File: config.mk
export PLATFORM = sky130hd
export DESIGN_NAME = token_manager
export DESIGN_NICKNAME = d
export VERILOG_FILES = /design/src/rtl/token_manager.sv
export SDC_FILE = /design/constraint.sdc
export NUM_CORES = 1
export LEC_CHECK = 0
export ABC_AREA = 0
export BUFFER_PORTS_ARGS = -buffer_cell sky130_fd_sc_hd__buf_2
export CORE_UTILIZATION = 62
export DETAILED_ROUTE_END_ITERATION = 10
export PLACE_DENSITY = 0.84
export SLEW_MARGIN = 40
export SYNTH_ARGS = -nofsm -noshare
export SYNTH_HDL_FRONTEND = slang
export SYNTH_SLANG_ARGS = --single-unit
File: constraint.sdc
create_clock -name clk -period 5.05 [get_ports clk]
set_input_delay 0.505 -clock clk [delete_from_list [all_inputs] [get_ports clk]]
set_output_delay 0.505 -clock clk [all_outputs]
set_load 0.005 [all_outputs]
File: src/rtl/token_manager.sv
// Parking-token manager: hands out the lowest free slot with token = slot ^ pattern,
// and frees a slot only when the exiting car presents the matching slot/token pair.
module token_manager #(
  parameter int SLOT_W       = 3,
  parameter int NUM_SLOTS    = 8,
  parameter int PATTERN_MODE = 1,
  parameter int PAT_SEED     = 5,
  parameter int PAT_STEP     = 3
) (
  input  logic              clk,
  input  logic              rst_n,
  input  logic              enter_req,
  input  logic [SLOT_W-1:0] pattern_in,
  input  logic              exit_req,
  input  logic [SLOT_W-1:0] exit_slot,
  input  logic [SLOT_W-1:0] exit_token,
  output logic              token_valid,
  output logic [SLOT_W-1:0] token,
  output logic [SLOT_W-1:0] slot_out,
  output logic              enter_full,
  output logic              exit_ok,
  output logic              exit_err,
  output logic [SLOT_W:0]   free_count,
  output logic              full
);

  localparam logic [SLOT_W-1:0] SEED = SLOT_W'(PAT_SEED);
  localparam logic [SLOT_W-1:0] STEP = SLOT_W'(PAT_STEP);
  localparam logic [SLOT_W:0]   NUM  = (SLOT_W+1)'(NUM_SLOTS);

  logic [NUM_SLOTS-1:0] r_occ;
  logic [SLOT_W-1:0]    r_pat_mem [NUM_SLOTS];
  logic [SLOT_W-1:0]    r_pat;

  logic                 w_alloc_found;
  logic [SLOT_W-1:0]    w_alloc_slot;
  logic [SLOT_W-1:0]    w_pat;
  logic                 w_grant;
  logic                 w_exit_match;
  logic [NUM_SLOTS-1:0] w_occ_next;
  logic [SLOT_W:0]      w_free_next;

  // Both the allocation and the exit check look at the occupancy before this edge,
  // so a slot released this cycle cannot be handed out in the same cycle.
  // NOTE: every signal assigned in always_comb gets a default first, so no latch is inferred.
  always_comb begin
    w_alloc_found = 1'b0;
    w_alloc_slot  = '0;
    for (int i = NUM_SLOTS - 1; i >= 0; i--) begin
      if (!r_occ[i]) begin
        w_alloc_found = 1'b1;
        w_alloc_slot  = SLOT_W'(i);
      end
    end

    w_pat   = (PATTERN_MODE != 0) ? r_pat : pattern_in;
    w_grant = enter_req && w_alloc_found;

    // Slot numbers at or above NUM_SLOTS never match any loop index, so they are rejected.
    w_exit_match = 1'b0;
    for (int i = 0; i < NUM_SLOTS; i++) begin
      if (exit_slot == SLOT_W'(i) && r_occ[i] &&
          exit_token == (exit_slot ^ r_pat_mem[i]))
        w_exit_match = 1'b1;
    end

    w_occ_next = r_occ;
    for (int i = 0; i < NUM_SLOTS; i++) begin
      if (w_grant && w_alloc_slot == SLOT_W'(i))
        w_occ_next[i] = 1'b1;
      if (exit_req && w_exit_match && exit_slot == SLOT_W'(i))
        w_occ_next[i] = 1'b0;
    end

    w_free_next = free_count - (SLOT_W+1)'(w_grant)
                             + (SLOT_W+1)'(exit_req && w_exit_match);
  end

  // NOTE: the pattern memory is small and its cleared state is architecturally
  // visible, so it is reset together with the rest of the state.
  // NOTE: sequential state uses non-blocking assignments only.
  always_ff @(posedge clk or negedge rst_n) begin
    if (!rst_n) begin
      r_occ       <= '0;
      r_pat       <= SEED;
      for (int i = 0; i < NUM_SLOTS; i++) r_pat_mem[i] <= '0;
      token_valid <= 1'b0;
      token       <= '0;
      slot_out    <= '0;
      enter_full  <= 1'b0;
      exit_ok     <= 1'b0;
      exit_err    <= 1'b0;
      free_count  <= NUM;
      full        <= (NUM == '0);
    end else begin
      token_valid <= w_grant;
      enter_full  <= enter_req && !w_alloc_found;
      exit_ok     <= exit_req && w_exit_match;
      exit_err    <= exit_req && !w_exit_match;
      r_occ       <= w_occ_next;
      free_count  <= w_free_next;
      full        <= (w_free_next == '0);
      if (w_grant) begin
        token    <= w_alloc_slot ^ w_pat;
        slot_out <= w_alloc_slot;
        if (PATTERN_MODE != 0) r_pat <= r_pat + STEP;
      end
      for (int i = 0; i < NUM_SLOTS; i++) begin
        if (w_grant && w_alloc_slot == SLOT_W'(i)) r_pat_mem[i] <= w_pat;
      end
    end
  end

endmodule

==> impl_summary.txt <==
----------------------------------------------------
[Outcome]
  Status ... completed

[Logic synthesis]
  Post-synthesis simple-gate area fraction ... 15.0%
  Largest area contributor in the synthesized netlist ... sky130_fd_sc_hd__dfrtp_1
  FF+latch count, synth ... 50
  Average cell area after synthesis ... ~11 um2
  XOR/XNOR Fraction of Synth Area ... about an eighth
  Number of different library cells in the post-synthesis netlist ... slightly above 40
  Top post-synthesis cells by area ... sky130_fd_sc_hd__dfrtp_1 (47%), sky130_fd_sc_hd__xnor2_1 (7.0%), sky130_fd_sc_hd__xor2_1 (4.9%)
  Number of nets produced by synthesis ... roughly 250
  Dominant combinational cell family by area after synthesis ... simple AND/OR/NAND/NOR gates
  Arithmetic-cell share of the synthesized area counting full adders, half adders and majority gates ... under 10%
  Most frequently used flop master after synthesis ... sky130_fd_sc_hd__dfrtp_1
  Fraction of synthesized cell area taken by the top area cell type ... a little under half
  Post-synth design cell area ... approximately 0.0025 mm2
  Cell count after synthesis ... 234
  Share of the yosys chip area belonging to registers ... 50.4%
  Number of enable flip-flop cells after synthesis ... 0
  Post-synth ARST share ... between 90% and 100%
  Count of yosys warnings during synthesis ... 0
  Post-synthesis compound-gate area fraction ... under 10%
  Multiplexer share of the synthesized area ... roughly 5.4%

[Layout]
  Final net count ... roughly 280
  Diodes inserted ... 0
  Area Growth Syn to Fin ... 9.94%
  Most common cell after layout, fill and taps aside ... sky130_fd_sc_hd__dfrtp_1
  Fill cells ... 270
  Flip-flop and latch area ... between 0.001 and 0.0015 mm2
  Area occupied by multi-input gates ... about 0.0012 mm2
  Commonest cells after routing, fill and taps aside ... sky130_fd_sc_hd__dfrtp_1 (47), sky130_fd_sc_hd__nand2_1 (28), sky130_fd_sc_hd__buf_2 (23)
  Fraction of final layout cells with drive strength greater than 1 ... 17.8%

[Pwr]
  Relative contribution of the clock network to total power ... 13.9%
  Part of the total power dissipated in combinational logic ... 42.8%
  Tot Pwr ... 1690 uW
  Switching power of the nets ... 650 uW
  Internal cell power ... a little over 1000 uW
  Power density over cell area ... around 620 mW/mm2
  Maximum vdd drop ... ~420 uV
  Share of power burned in registers ... 43.3%
  Leakage dissipation ... 0.00125 uW
  Switching fraction of total power ... between 30% and 40%

[Global route]
  Total gr overflow ... 0
  Antenna violations before repair ... 0
  Total GRT Usage ... about 27%
  Maximum number of pins on one net before global-route repair ... 51
  Via count of the first global-routing pass ... roughly 1800
  First-pass GRT wire length ... between 8000 and 9000 um

[Drt]
  Vias per inst ... around 5.9
  TritonRoute pass-1 iters ... 4
  Post-detailed-routing wire length ... between 5000 and 6000 um
  Violation count after the first detailed-route iteration ... roughly 120
  Total via count in the routed design ... between 1500 and 2000
  Post-DRT Antenna Nets ... 0
  Drt drc ... 0
  Wirelength per Cell ... 16.3 um

[Clock network]
  Clock buffers created by TritonCTS ... 5
  Number of hold buffers added after cts ... 0
  Maximum root-to-sink buffer count ... 2
  TritonCTS clock tree ... done
  Maximum level of the CTS H-tree ... 2
  Clock Sink Count ... 50
  CTS root buf ... sky130_fd_sc_hd__clkbuf_8
  Latest clock arrival within the worst-skew pair ... 0.30 ns
  Post-CTS Repair Setup Buffers ... 0
  Clock transition at path regs ... 0.09 ns
  CTS-repair resized insts ... 0

[Setup path]
  Cell with the most instances on the worst path ... sky130_fd_sc_hd__inv_1
  Crit path kind ... flop to flop
  Arrival time at the worst endpoint ... ~3.5 ns
  CP cell instances ... inv_1, or4_1, o311ai_1, nor4_2, buf_4, nand2b_1, ha_1, inv_1, ha_1, inv_1, fa_1, inv_1, nor4_1
  Slowest cell on the critical path ... sky130_fd_sc_hd__or4_1
  Type of origin of the critical path ... flop
  Worst stage delay on the critical path ... between 0.5 and 0.6 ns
  Worst Path Max Fanout ... 11
  Data required, critical path ... about 5.3 ns
  Critical Path End Type ... flop

[Timing]
  Slew margin rel. ... a little under three fifths
  RSZ-0062 raised after global routing ... no
  Ratio of final minimum period to clock period ... 66.0%
  Setup TNS ... 0 ns
  Number of pins exceeding their max-slew limit in the final report ... 0
  Slew at the pin with the worst max-slew slack ... roughly 0.66 ns
  Final Hold Vio Count ... 0
  Clock skew ... 0.00629 ns
  Post-layout minimum cycle time ... between 3 and 4 ns
  Max Fclk ... about 300 MHz
  Total setup violations reported at the end of the flow ... 0

[Placed design]
  Global placer's final weighted congestion ... about 0.92
  IO buf count ... 24
  Hpwl dp ... 3590 um

[Floorplanning]
  Overall die width ... roughly 65 um
  Placeable core region ... ~0.0038 mm2
  Vertical extent of the die ... 65.4 um
  Number of standard-cell rows in the floorplan ... 22
  Initial core utilization ... about two thirds
  Io pins ... 28
  Total Die Area ... approximately 0.0043 mm2

[Worst hold path]
  Class of the worst hold path ... input port to async pin

[Flow run]
  Max-cap violations ... 0

----------------------------------------------------
## synthesized netlist by cell type (3+ instances only)
cell type                  number
sky130_fd_sc_hd__xnor2_1       20
sky130_fd_sc_hd__nand2_1       28
sky130_fd_sc_hd__mux2_1         4
sky130_fd_sc_hd__ha_1           5
sky130_fd_sc_hd__o21ai_0       18
sky130_fd_sc_hd__o21ai_1        3
sky130_fd_sc_hd__o32a_1         5
sky130_fd_sc_hd__inv_1         12
sky130_fd_sc_hd__dfrtp_1       47
sky130_fd_sc_hd__mux2_2         8
sky130_fd_sc_hd__nor2b_1        3
sky130_fd_sc_hd__nor2_1         3
sky130_fd_sc_hd__clkbuf_1       5
sky130_fd_sc_hd__nand3_1       10
sky130_fd_sc_hd__nand4_1        4
sky130_fd_sc_hd__dfstp_2        3
sky130_fd_sc_hd__a21oi_1        4
sky130_fd_sc_hd__nand2b_1       7
sky130_fd_sc_hd__nor4b_1        3
sky130_fd_sc_hd__xor2_1        14
sky130_fd_sc_hd__nor3_1         4
## worst max-delay path: cells and delay by family (launching register included)
kind	cells	cell delay, ns
AND/OR/NAND/NOR	4	1.02
adder cells (fa/ha/maj)	3	0.90
buffers and inverters	5	0.48
flip-flops	1	0.43
AO/OA/AOI/OAI	1	0.40
## stage by stage
stage          utilization (%)  instances  worst slack [ns]  area [um2]  hold WS [ns]
4_1_cts                   72.6        307              1.70        2740         0.227
2_1_floorplan                -        234              1.81        2490         0.209
3_3_place_gp              70.1        299              1.52        2640         0.458
3_5_place_dp              70.2        299              1.44        2650         0.468
6_report                  72.7        307              1.72        2740         0.203
5_1_grt                   72.7        307              1.49        2740         0.259
## worst paths after layout
path / startpoint / slack, ns / to / cells past startpoint
worst max-delay path: r_occ[1] / 1.72 / full / 13
min in group clk: token[1] / 0.48 / token[1] / 2
worst min register to register: token[1] / 0.48 / token[1] / 2
max in group asynchronous: rst_n / 4.42 / exit_err / 1
worst max register to register: r_occ[1] / 1.72 / full / 13
worst min-delay path: rst_n / 0.20 / r_pat_mem[10] / 1
## cell families (layout without fill, tap and decap cells)
group,Yosys count,count (layout)
flops,50,50
compound gates,38,38
xor+xnor,35,35
fa+ha+maj,6,6
simple gates,72,72
buf+inv,21,46
mux,12,12
## layout make-up
class	instances	share of cell area (%)
well taps	48	2.19
multi-input cells	163	42.2
clock buffers	8	3.29
repair buffers	25	4.75
flip-flops and latches	50	45.8
inverters	13	1.78
## sequential cells by signal, summed over array words and instances, names as in the netlist, 3 cells and up
signal,flops
slot_out,3
token,3
free_count,4
r_pat,3
r_occ,8
r_pat_mem,24
## power by group through the flow
stage	clock network, uW	logic, uW	registers [uW]
after floorplan	0	540	699
after global placement	0	683	728
after detailed placement	0	719	735
after CTS	237	722	728
after global routing	254	817	756
final	235	722	731
## routing by layer
layer | track usage (%) | part of all wire, % | wire, um | vias to the layer above
li1 | - | - | - | 854
met1 | 35.7 | 44 | 2210 | 878
met2 | 44.5 | 48 | 2400 | 73
met3 | 5.90 | 6.1 | 305 | 13
met4 | 10.3 | 1.9 | 95 | 0
met5 | 0 | 0 | 0 | -
No activity file was read; power rests on OpenSTA's default activity.
